$ cat src/rtl/counter_chain_sequencer.sv
// counter_chain_sequencer: 74163-style cascaded nibble counters forming H/V video timing with start/stop FSM.
// Define COUNTER_SEQ_TRACE_EN to print a simulation message at every frame end.
module counter_chain_sequencer #(
    parameter int H_NIB        = 3,
    parameter int V_NIB        = 3,
    parameter int H_PRELOAD    = 'hE00,
    parameter int V_PRELOAD    = 'hEFA,
    parameter int HBLANK_START = 'hF00,
    parameter int HBLANK_END   = 'hE00,
    parameter int HSYNC_START  = 'hF20,
    parameter int HSYNC_END    = 'hF40,
    parameter int VBLANK_START = 'hFE0,
    parameter int VSYNC_START  = 'hFE8,
    parameter int VSYNC_END    = 'hFEC
) (
    input  logic             clk,
    input  logic             _reset,
    input  logic             ce,
    input  logic             start,
    input  logic             stop_req,
    output logic [4*H_NIB-1:0] hcount,
    output logic [4*V_NIB-1:0] vcount,
    output logic             h_rco,
    output logic             v_rco,
    output logic             hblank,
    output logic             vblank,
    output logic             _hsync,
    output logic             _vsync,
    output logic             frame_start,
    output logic             running,
    output logic             stopped
);
    localparam int H_W = 4 * H_NIB;
    localparam int V_W = 4 * V_NIB;
    localparam logic [H_W-1:0] HPRE = H_W'(H_PRELOAD);
    localparam logic [V_W-1:0] VPRE = V_W'(V_PRELOAD);

    typedef enum logic {IDLE, RUN} state_t;

    state_t state_q, state_d;
    logic pend_q, pend_d;
    logic [H_W-1:0] hcount_q, hcount_d, hinc;
    logic [V_W-1:0] vcount_q, vcount_d, vinc;
    logic hblank_q, vblank_q, hsync_n_q, vsync_n_q;
    logic [H_NIB-1:0] hent;
    logic [V_NIB-1:0] vent;

    function automatic logic in_win(input int c, input int s, input int e);
        return (s <= e) ? (c >= s && c < e) : (c >= s || c < e);
    endfunction

    assign running     = (state_q == RUN);
    assign stopped     = (state_q == IDLE);
    assign h_rco       = running & (&hcount_q);
    assign v_rco       = h_rco & (&vcount_q);
    assign frame_start = running & (hcount_q == HPRE) & (vcount_q == VPRE);
    assign hcount      = hcount_q;
    assign vcount      = vcount_q;
    assign hblank      = hblank_q;
    assign vblank      = vblank_q;
    assign _hsync      = hsync_n_q;
    assign _vsync      = vsync_n_q;

    // Each stage enables the next only while it sits at F, like ENT->RCO on a 74163.
    assign hent[0] = running;
    assign vent[0] = h_rco;
    for (genvar i = 0; i < H_NIB; i++) begin : g_h
        if (i < H_NIB - 1) begin : g_e
            assign hent[i+1] = hent[i] & (hcount_q[4*i+:4] == 4'hF);
        end
        assign hinc[4*i+:4] = hent[i] ? hcount_q[4*i+:4] + 4'd1 : hcount_q[4*i+:4];
    end
    for (genvar i = 0; i < V_NIB; i++) begin : g_v
        if (i < V_NIB - 1) begin : g_e
            assign vent[i+1] = vent[i] & (vcount_q[4*i+:4] == 4'hF);
        end
        assign vinc[4*i+:4] = vent[i] ? vcount_q[4*i+:4] + 4'd1 : vcount_q[4*i+:4];
    end

    assign hcount_d = (!running || h_rco) ? HPRE : hinc;
    assign vcount_d = (!running || v_rco) ? VPRE : vinc;

    always_comb begin
        state_d = state_q;
        pend_d  = pend_q;
        if (state_q == IDLE) begin
            state_d = start ? RUN : IDLE;
        end else if (v_rco && (pend_q || stop_req)) begin
            state_d = IDLE;
            pend_d  = 1'b0;
        end else begin
            pend_d = pend_q | stop_req;
        end
    end

    always_ff @(posedge clk or negedge _reset) begin
        if (!_reset) begin
            state_q   <= IDLE;
            pend_q    <= 1'b0;
            hcount_q  <= HPRE;
            vcount_q  <= VPRE;
            hblank_q  <= 1'b1;
            vblank_q  <= 1'b1;
            hsync_n_q <= 1'b1;
            vsync_n_q <= 1'b1;
        end else if (ce) begin
            state_q   <= state_d;
            pend_q    <= pend_d;
            hcount_q  <= hcount_d;
            vcount_q  <= vcount_d;
            hblank_q  <= in_win(int'(hcount_q), HBLANK_START, HBLANK_END);
            vblank_q  <= int'(vcount_q) >= VBLANK_START;
            hsync_n_q <= !in_win(int'(hcount_q), HSYNC_START, HSYNC_END);
            vsync_n_q <= !in_win(int'(vcount_q), VSYNC_START, VSYNC_END);
        end
    end

`ifdef COUNTER_SEQ_TRACE_EN
    always @(posedge clk) begin
        if (_reset && ce && v_rco)
            $display("counter_chain_sequencer - frame end vcount=%h stop=%b", vcount_q, pend_q | stop_req);
    end
`else
`endif
endmodule

$ cat config.mk
export PLATFORM = sky130hd
export DESIGN_NAME = counter_chain_sequencer
export DESIGN_NICKNAME = d
export VERILOG_FILES = /design/src/rtl/counter_chain_sequencer.sv
export SDC_FILE = /design/constraint.sdc
export NUM_CORES = 1
export LEC_CHECK = 0
export BUFFER_PORTS_ARGS = -buffer_cell sky130_fd_sc_hd__buf_2
export CORE_MARGIN = 2
export CORE_UTILIZATION = 30
export DETAILED_ROUTE_END_ITERATION = 10
export HOLD_SLACK_MARGIN = 0.15
export PLACE_DENSITY = 0.5
export SLEW_MARGIN = 40
export SYNTH_ARGS = -nofsm -noshare
export SYNTH_HDL_FRONTEND = slang
export SYNTH_SLANG_ARGS = --single-unit
$ cat constraint.sdc
create_clock -name clk -period 2.6 [get_ports clk]
set_clock_uncertainty 0.15 [all_clocks]
set_input_delay 0.52 -clock clk [delete_from_list [all_inputs] [get_ports clk]]
set_output_delay 0.52 -clock clk [all_outputs]
set_load 0.02 [all_outputs]
# Word-level counts from Yosys, hierarchy flattened
# Cells that the tools add are included.
[op_classes]
magnitude_cmp = 7
bitwise = 10
n_eq_ne = 6
reduce_logical = 25
n_addsub = 6
muxes = 12
[ops]
columns = ["op", "n"]
rows = [
  ["$ge A12 B12 Y1 const B", 4],
  ["$lt A12 B12 Y1 const B", 3],
  ["$add A4 B1 Y4 const B", 6],
  ["$eq A12 B12 Y1 const B", 2],
  ["$mux W12", 2],
  ["$mux W4", 6],
  ["$reduce_and A12 Y1", 2],
  ["$eq A4 B4 Y1 const B", 4],
  ["$reduce_and A2 Y1", 7],
  ["$reduce_bool A2 Y1", 6],
  ["$and A1 B1 Y1", 8],
  ["$logic_or A1 B1 Y1", 4],
  ["$mux W1", 4],
  ["$logic_and A1 B1 Y1", 3],
  ["$logic_not A1 Y1", 3],
  ["$not A1 Y1", 1],
  ["$or A1 B1 Y1", 1],
]
[word_totals]
output_inout_bits = 33
elab_cells = 78
register_bits = 30

# Logic depth before layout (Yosys ltp)
# Gate-level depths: netlist of run 1.
[depth]
depth_word = 6
ltp_mapped = 6
ltp_nobuf = 5

# Worst setup path after synthesis of run 1
# No wires, ideal clock.
[synth_path]
kind = "reg-to-output"
startpoint = "register vcount_q[5] (netlist: vcount[5])"
endpoint = "output port v_rco"
arrival_ps = 1810
stages_incl_launch_ff = 6
path_slack_ps = 120
path_cell_list = "dfstp_2 > ha_1 > nand3_1 > or2_1 > buf_2 > nor3_1"
[synth_via]
elab_chain_len = 2
[synth_rtl]
columns = ["element", "line", "source"]
rows = [
  ["start: declaration", "43", "logic [V_W-1:0] vcount_q, vcount_d, vinc;"],
  ["start signal: assignment", "110", "vcount_q <= vcount_d;"],
  ["$reduce_and A12 Y1", "55", "assign v_rco = h_rco & (&vcount_q);"],
  ["$and A1 B1 Y1", "55", ""],
  ["end: declaration", "24", "output logic v_rco,"],
]
# Every way passes these cells.

# Worst setup path after layout of run 1
[layout_path]
startpoint = "register vcount_q[1] (netlist: vcount[1])"
endpoint = "output port v_rco"
# Same word-level chain as after synthesis.

==> flow_metrics.tcl, run 1 <==
set metrics [dict create \
    synth_flop_cell "dfstp_2" \
    vias 1831 \
    cpMaxStageDelayCell "dfstp_2" \
    cts_buffers 5 \
    rsz0062_at_grt "false" \
    io-pin-count 38 \
    fp.dieH_microns 84.9 \
    hp-class "primary input to asynchronous set/reset pin" \
    placed_cells 320 \
    grt_overflow 0 \
    nets 270 \
    timing.rr.end "vcount[9]" \
    vias_per_cell 5.55 \
    cts-root-buf "clkbuf_8" \
    yosys_register_bits 30 \
    setup_viol 0 \
    tns_ps 0 \
    clock_path_buffers 2 \
    p_per_area_nw_per_um2 618 \
    fin_hold_ws_ps 128 \
    utilization_pct 38.0 \
    run_status "complete, no violations" \
    avgSynthCellArea_sq_um 9.45 \
    max_slew_margin_pct 52.2 \
    htree_levels 2 \
    grt_max_degree 31 \
    wirelength_microns 5920 \
    slew_violations 0 \
    die-area_sq_um 7220 \
    drtIter0Drc 90 \
    yosysWarnings 0 \
    die_w_microns 84.9 \
    path_cells "ha_1 -> and3_2 -> nand4_1 -> nor3_2 -> buf_2" \
    grt_pass1_wl_microns 9870 \
    stdcell_count 330 \
    rrSetupSlack_ps 400 \
    async_reset_ff_share_pct 100 \
    antenna_found_initial 0 \
    leakage_nw 1.07 \
    clk_latency_ps 290 \
    postRouteAntennaNets 0 \
    grt_usage_pct 17.2 \
    clock-sinks 30 \
    synth_common_cells "nor2_1, dfstp_2, dfrtp_1, nand3_1, ha_1" \
    finalCriticalPeriod_ps 2520 \
    remaining_drc_errors 0 \
    yosys.area.top_type "dfstp_2" \
    worstPathRequired_ps 1930 \
    core-area_sq_um 6350 \
    cts_hold_buf 0 \
    endpoint_kind "output pin" \
    slowest_delay_ps 590 \
    drive_above_1_share_pct 34.0 \
    yosysSeqAreaShare_pct 39.2 \
    num_antenna_cells 0 \
    worstPathMaxFanout 7 \
    maxCapViolations 0 \
    drtPass1Iterations 4 \
    max_freq_mhz 397 \
    synth_edf_count 0 \
    tightest_slew_ps 717 \
    synth.most_common_cell "nor2_1" \
    hpwlAfterDp_microns 4160 \
    ys_types 59 \
    initial_core_util_pct 31.0 \
    total_power_mw 1.49 \
    hold_viol 0 \
    startpoint_type "register" \
    irDropWorstVdd_v 0.000246 \
    row_count 29 \
    grt_pass1_vias 1802 \
    clk_pin_slew_worst_paths_ps 70 \
    syn_nets 226 \
    syn_area_sq_um 1970 \
    yosys.area.top_type_share_pct 21.4 \
    synth_area_leaders "dfstp_2, dfrtp_1, ha_1, nor2_1, nand3_1" \
    r2r_cells 5 \
    port_buffers 37 \
    arrival_ps 1850 \
    routedWlPerCell_microns 17.9 \
    reg2reg_from "hcount[4]" \
    syn-instance-count 208 \
    globalplace.congestion 0.847 \
    critPathKind "register to output pin" \
    tritoncts "built" \
    post-route-period-util_pct 96.9 \
    area_growth_pct 22.9 \
]
## report_power, final
part           leakage (nW)  switching [mW]  internal (mW)  total, mW
logic                 0.683           0.250          0.140      0.390
registers             0.332          0.0980          0.545      0.643
clock network        0.0575           0.192          0.267      0.460
total                  1.07           0.540          0.952       1.49
## registers in the layout, summed over array words and instances, names as in the netlist
register	cells
hcount	12
vcount	12
_hsync	1
_vsync	1
hblank	1
pend_q	1
running	1
vblank	1
## kinds of logic (layout without fill, tap and decap cells)
kind of cell               after synthesis  in the layout  share of synthesized area [%]
and+or+nand+nor                         82             82                           24.4
buffers and inverters                   21             66                           4.46
AOI/OAI and AO/OA                       57             57                           21.3
DFF                                     30             30                           39.2
adders and majority gates               13             13                           8.28
xor gates and xnor gates                 3              3                           1.34
muxes                                    2              2                           1.08
## how the worst max path moves through the flow
stage                  to      start  slack, ps  depth (start not counted)
floorplan           v_rco  vcount[5]        120                          5
global placement    v_rco  hcount[9]        310                          5
detailed placement  v_rco  hcount[9]        310                          5
CTS                 v_rco  vcount[1]         20                          5
global route        v_rco  vcount[9]        0.4                          5
finish              v_rco  vcount[1]         80                          5
## layer usage
metal / vias up / track usage (%) / wire (microns)
met5: - / 0 / 0
met4: 0 / 4.76 / 90
met3: 6 / 3.31 / 447
met2: 66 / 27.0 / 2750
met1: 886 / 24.1 / 2630
li1: 873 / - / -
## final cells by class
cell class                 instances  area (sq um)
fill                             640          3940
sequential                        30           771
clock buffer                       8           110
multi-input combinational        157          1140
inverter                          11          41.3
timing repair buffer              47           260
tap                               77          96.3
## what timing repair did
item,in CTS,in global routing
pin swaps,0,0
setup endpoints to repair,1,3
resized for setup,2,5
setup buffers,0,2
## through the flow
step,cell area (sq um),setup slack (ps)
2_1_floorplan,1970,120
3_3_place_gp,2260,310
3_5_place_dp,2260,306
4_1_cts,2370,20.8
5_1_grt,2410,0.394
6_report,2410,79.9
## worst max-delay path: cells and delay by family, from the launching register on
| kind | cells | cell delay, ps |
|---|---|---|
| flops | 1 | 590 |
| simple gates | 3 | 570 |
| fa+ha+maj | 1 | 220 |
| buf+inv | 1 | 190 |
## cells in the final DEF, fill, tap and decap left out, types with 7 or more instances in the layout
cell      instances
o21ai_0           9
a21oi_1          10
clkbuf_8          8
nand2_1           8
buf_2            37
dfstp_2          16
and3_1            7
buf_4            10
ha_1             11
nor2_1           19
nand3_1          14
inv_1            10
dfrtp_1          14
Power figures use the tool's default switching activity.
==> inputs of run 2 (changes only) <==
- RECOVER_POWER: default -> 25
==> run 2 against run 1 <==
Against the previous run:
- the flow now finishes with violations (max-capacitance violations, max-slew violations)
- maximum frequency about the same
- non-clock buffer count is the same
- count of clock-buffer cells in the layout is the same
- clock power is essentially flat
- design area hardly changed
- flip-flop and latch count stayed put
- global-route usage is the same
- power is essentially flat
- utilization barely moved
- largest cell class unchanged
==> flow_metrics.tcl, run 2 (synthesis gave the netlist of run 1 again) <==
set metrics [dict create \
    num_antenna_cells 0 \
    port_buffers 37 \
    clk_latency_ps 290 \
    die-area_sq_um 7220 \
    run_status "complete, but fails checks" \
    regArea_sq_um 771 \
    clock-sinks 30 \
    violations "max-capacitance violations, max-slew violations" \
    maxCapViolations 1 \
    multi_input_area_sq_um 1140 \
    nets 270 \
    startpoint "vcount[1]" \
    r2r_cells 5 \
    endpoint_kind "output pin" \
    tritoncts "built" \
    leakage_nw 1.07 \
    grt_pass1_vias 1802 \
    dp_slack_ps 306 \
    cts_buffers 5 \
    startpoint_type "register" \
    finalCriticalPeriod_ps 2520 \
    drtIter0Drc 90 \
    utilization_pct 38.0 \
    reg2reg_from "hcount[4]" \
    grt_pass1_wl_microns 9870 \
    rrSetupSlack_ps 400 \
    grt_max_degree 31 \
    rsz0062_at_grt "false" \
    hold_viol 0 \
    worstPathRequired_ps 1930 \
    p_int_mw 0.952 \
    cts_hold_buf 0 \
    seqPwrFrac_pct 43.1 \
    core-area_sq_um 6350 \
    pwr-share-clk_pct 30.8 \
    grt_usage_pct 17.2 \
    drtPass1Iterations 4 \
    area_growth_pct 22.8 \
    htree_levels 2 \
    irDropWorstVdd_v 0.000245 \
    fillers 640 \
    switching_share_pct 36.2 \
    slew_violations 31 \
    wirelength_microns 5920 \
    die_w_microns 84.9 \
    vias 1830 \
    cp-endpoint "v_rco" \
    globalplace.congestion 0.847 \
    mostFrequentLayoutCell "buf_2" \
    timing.rr.end "vcount[9]" \
    post-route-period-util_pct 96.9 \
    vias_per_cell 5.55 \
    fin_hold_ws_ps 331 \
    grt_overflow 0 \
    drive_above_1_share_pct 33.6 \
    routedWlPerCell_microns 17.9 \
    fp.dieH_microns 84.9 \
    tightest_slew_ps 1720 \
    critPathKind "register to output pin" \
    hpwlAfterDp_microns 4160 \
    postRouteAntennaNets 0 \
    io-pin-count 38 \
    setup_viol 0 \
    tns_ps 0 \
    clock_path_buffers 2 \
    final_cell_mix "buf_2, nor2_1, dfstp_2, nand3_1, dfrtp_1" \
    remaining_drc_errors 0 \
    p_sw_mw 0.540 \
    hp-class "register to register" \
    initial_core_util_pct 31.0 \
    max_slew_margin_pct -14.5 \
    max_freq_mhz 397 \
    combinationalPowerShare_pct 26.1 \
    p_per_area_nw_per_um2 618 \
    cts-root-buf "clkbuf_8" \
    arrival_ps 1850 \
    worstPathMaxFanout 7 \
    setup_ws_ps 80.1 \
    clk_pin_slew_worst_paths_ps 60 \
    antenna_found_initial 0 \
    row_count 29 \
]
## run 2: changes by cell type in the layout (fill, tap and decap cells not counted)
cell,delta
buf_2,-1
clkbuf_1,+1
## run 2: cell type report
class                           count  area share (%)
Clock buffer                        8            4.56
Inverter                           11            1.71
Multi-Input combinational cell    157            47.1
Sequential cell                    30            31.9
Tap cell                           77            3.99
Timing Repair Buffer               47            10.7
## run 2: power groups by stage
stage	clock network, mW	logic [mW]	registers, mW
after floorplan	0	0.178	0.708
after global placement	0	0.394	0.646
after detailed placement	0	0.390	0.648
after CTS	0.469	0.393	0.640
after global routing	0.491	0.434	0.658
final	0.460	0.390	0.642
## run 2: per-stage QoR
stage	total power, mW	std cells	area (sq um)
floorplan	0.886	208	1970
global placement	1.04	320	2260
detailed placement	1.04	320	2260
CTS	1.50	328	2370
global route	1.58	330	2410
finish	1.49	330	2410
## run 2: layer usage
| layer | GRT usage [%] | up-vias | wire, microns |
|---|---|---|---|
| li1 | - | 873 | - |
| met1 | 24.1 | 885 | 2630 |
| met2 | 27.0 | 66 | 2760 |
| met3 | 3.31 | 6 | 447 |
| met4 | 4.76 | 0 | 90 |
| met5 | 0 | - | 0 |
## run 2: how the worst min path moves through the flow
stage | from | endpoint | slack (ps) | depth (start not counted)
floorplan | _reset | hcount[0] | 70 | 0
global placement | hblank | hblank | 330 | 2
detailed placement | vblank | vblank | 330 | 1
CTS | _reset | vcount[8] | 160 | 1
global route | vblank | vblank | 350 | 1
finish | vblank | vblank | 330 | 1
## run 2: worst max-delay path: stages, from the launching register on
cell and delay (ps):
dfstp_2 590, ha_1 220, and3_2 250, nand4_1 160, nor3_2 160, buf_2 190
## run 2: what timing repair did
action / 4_1_cts / 5_1_grt
endpoints found under the setup margin: 1 / 3
buffers inserted: 0 / 2
resized for setup: 2 / 5
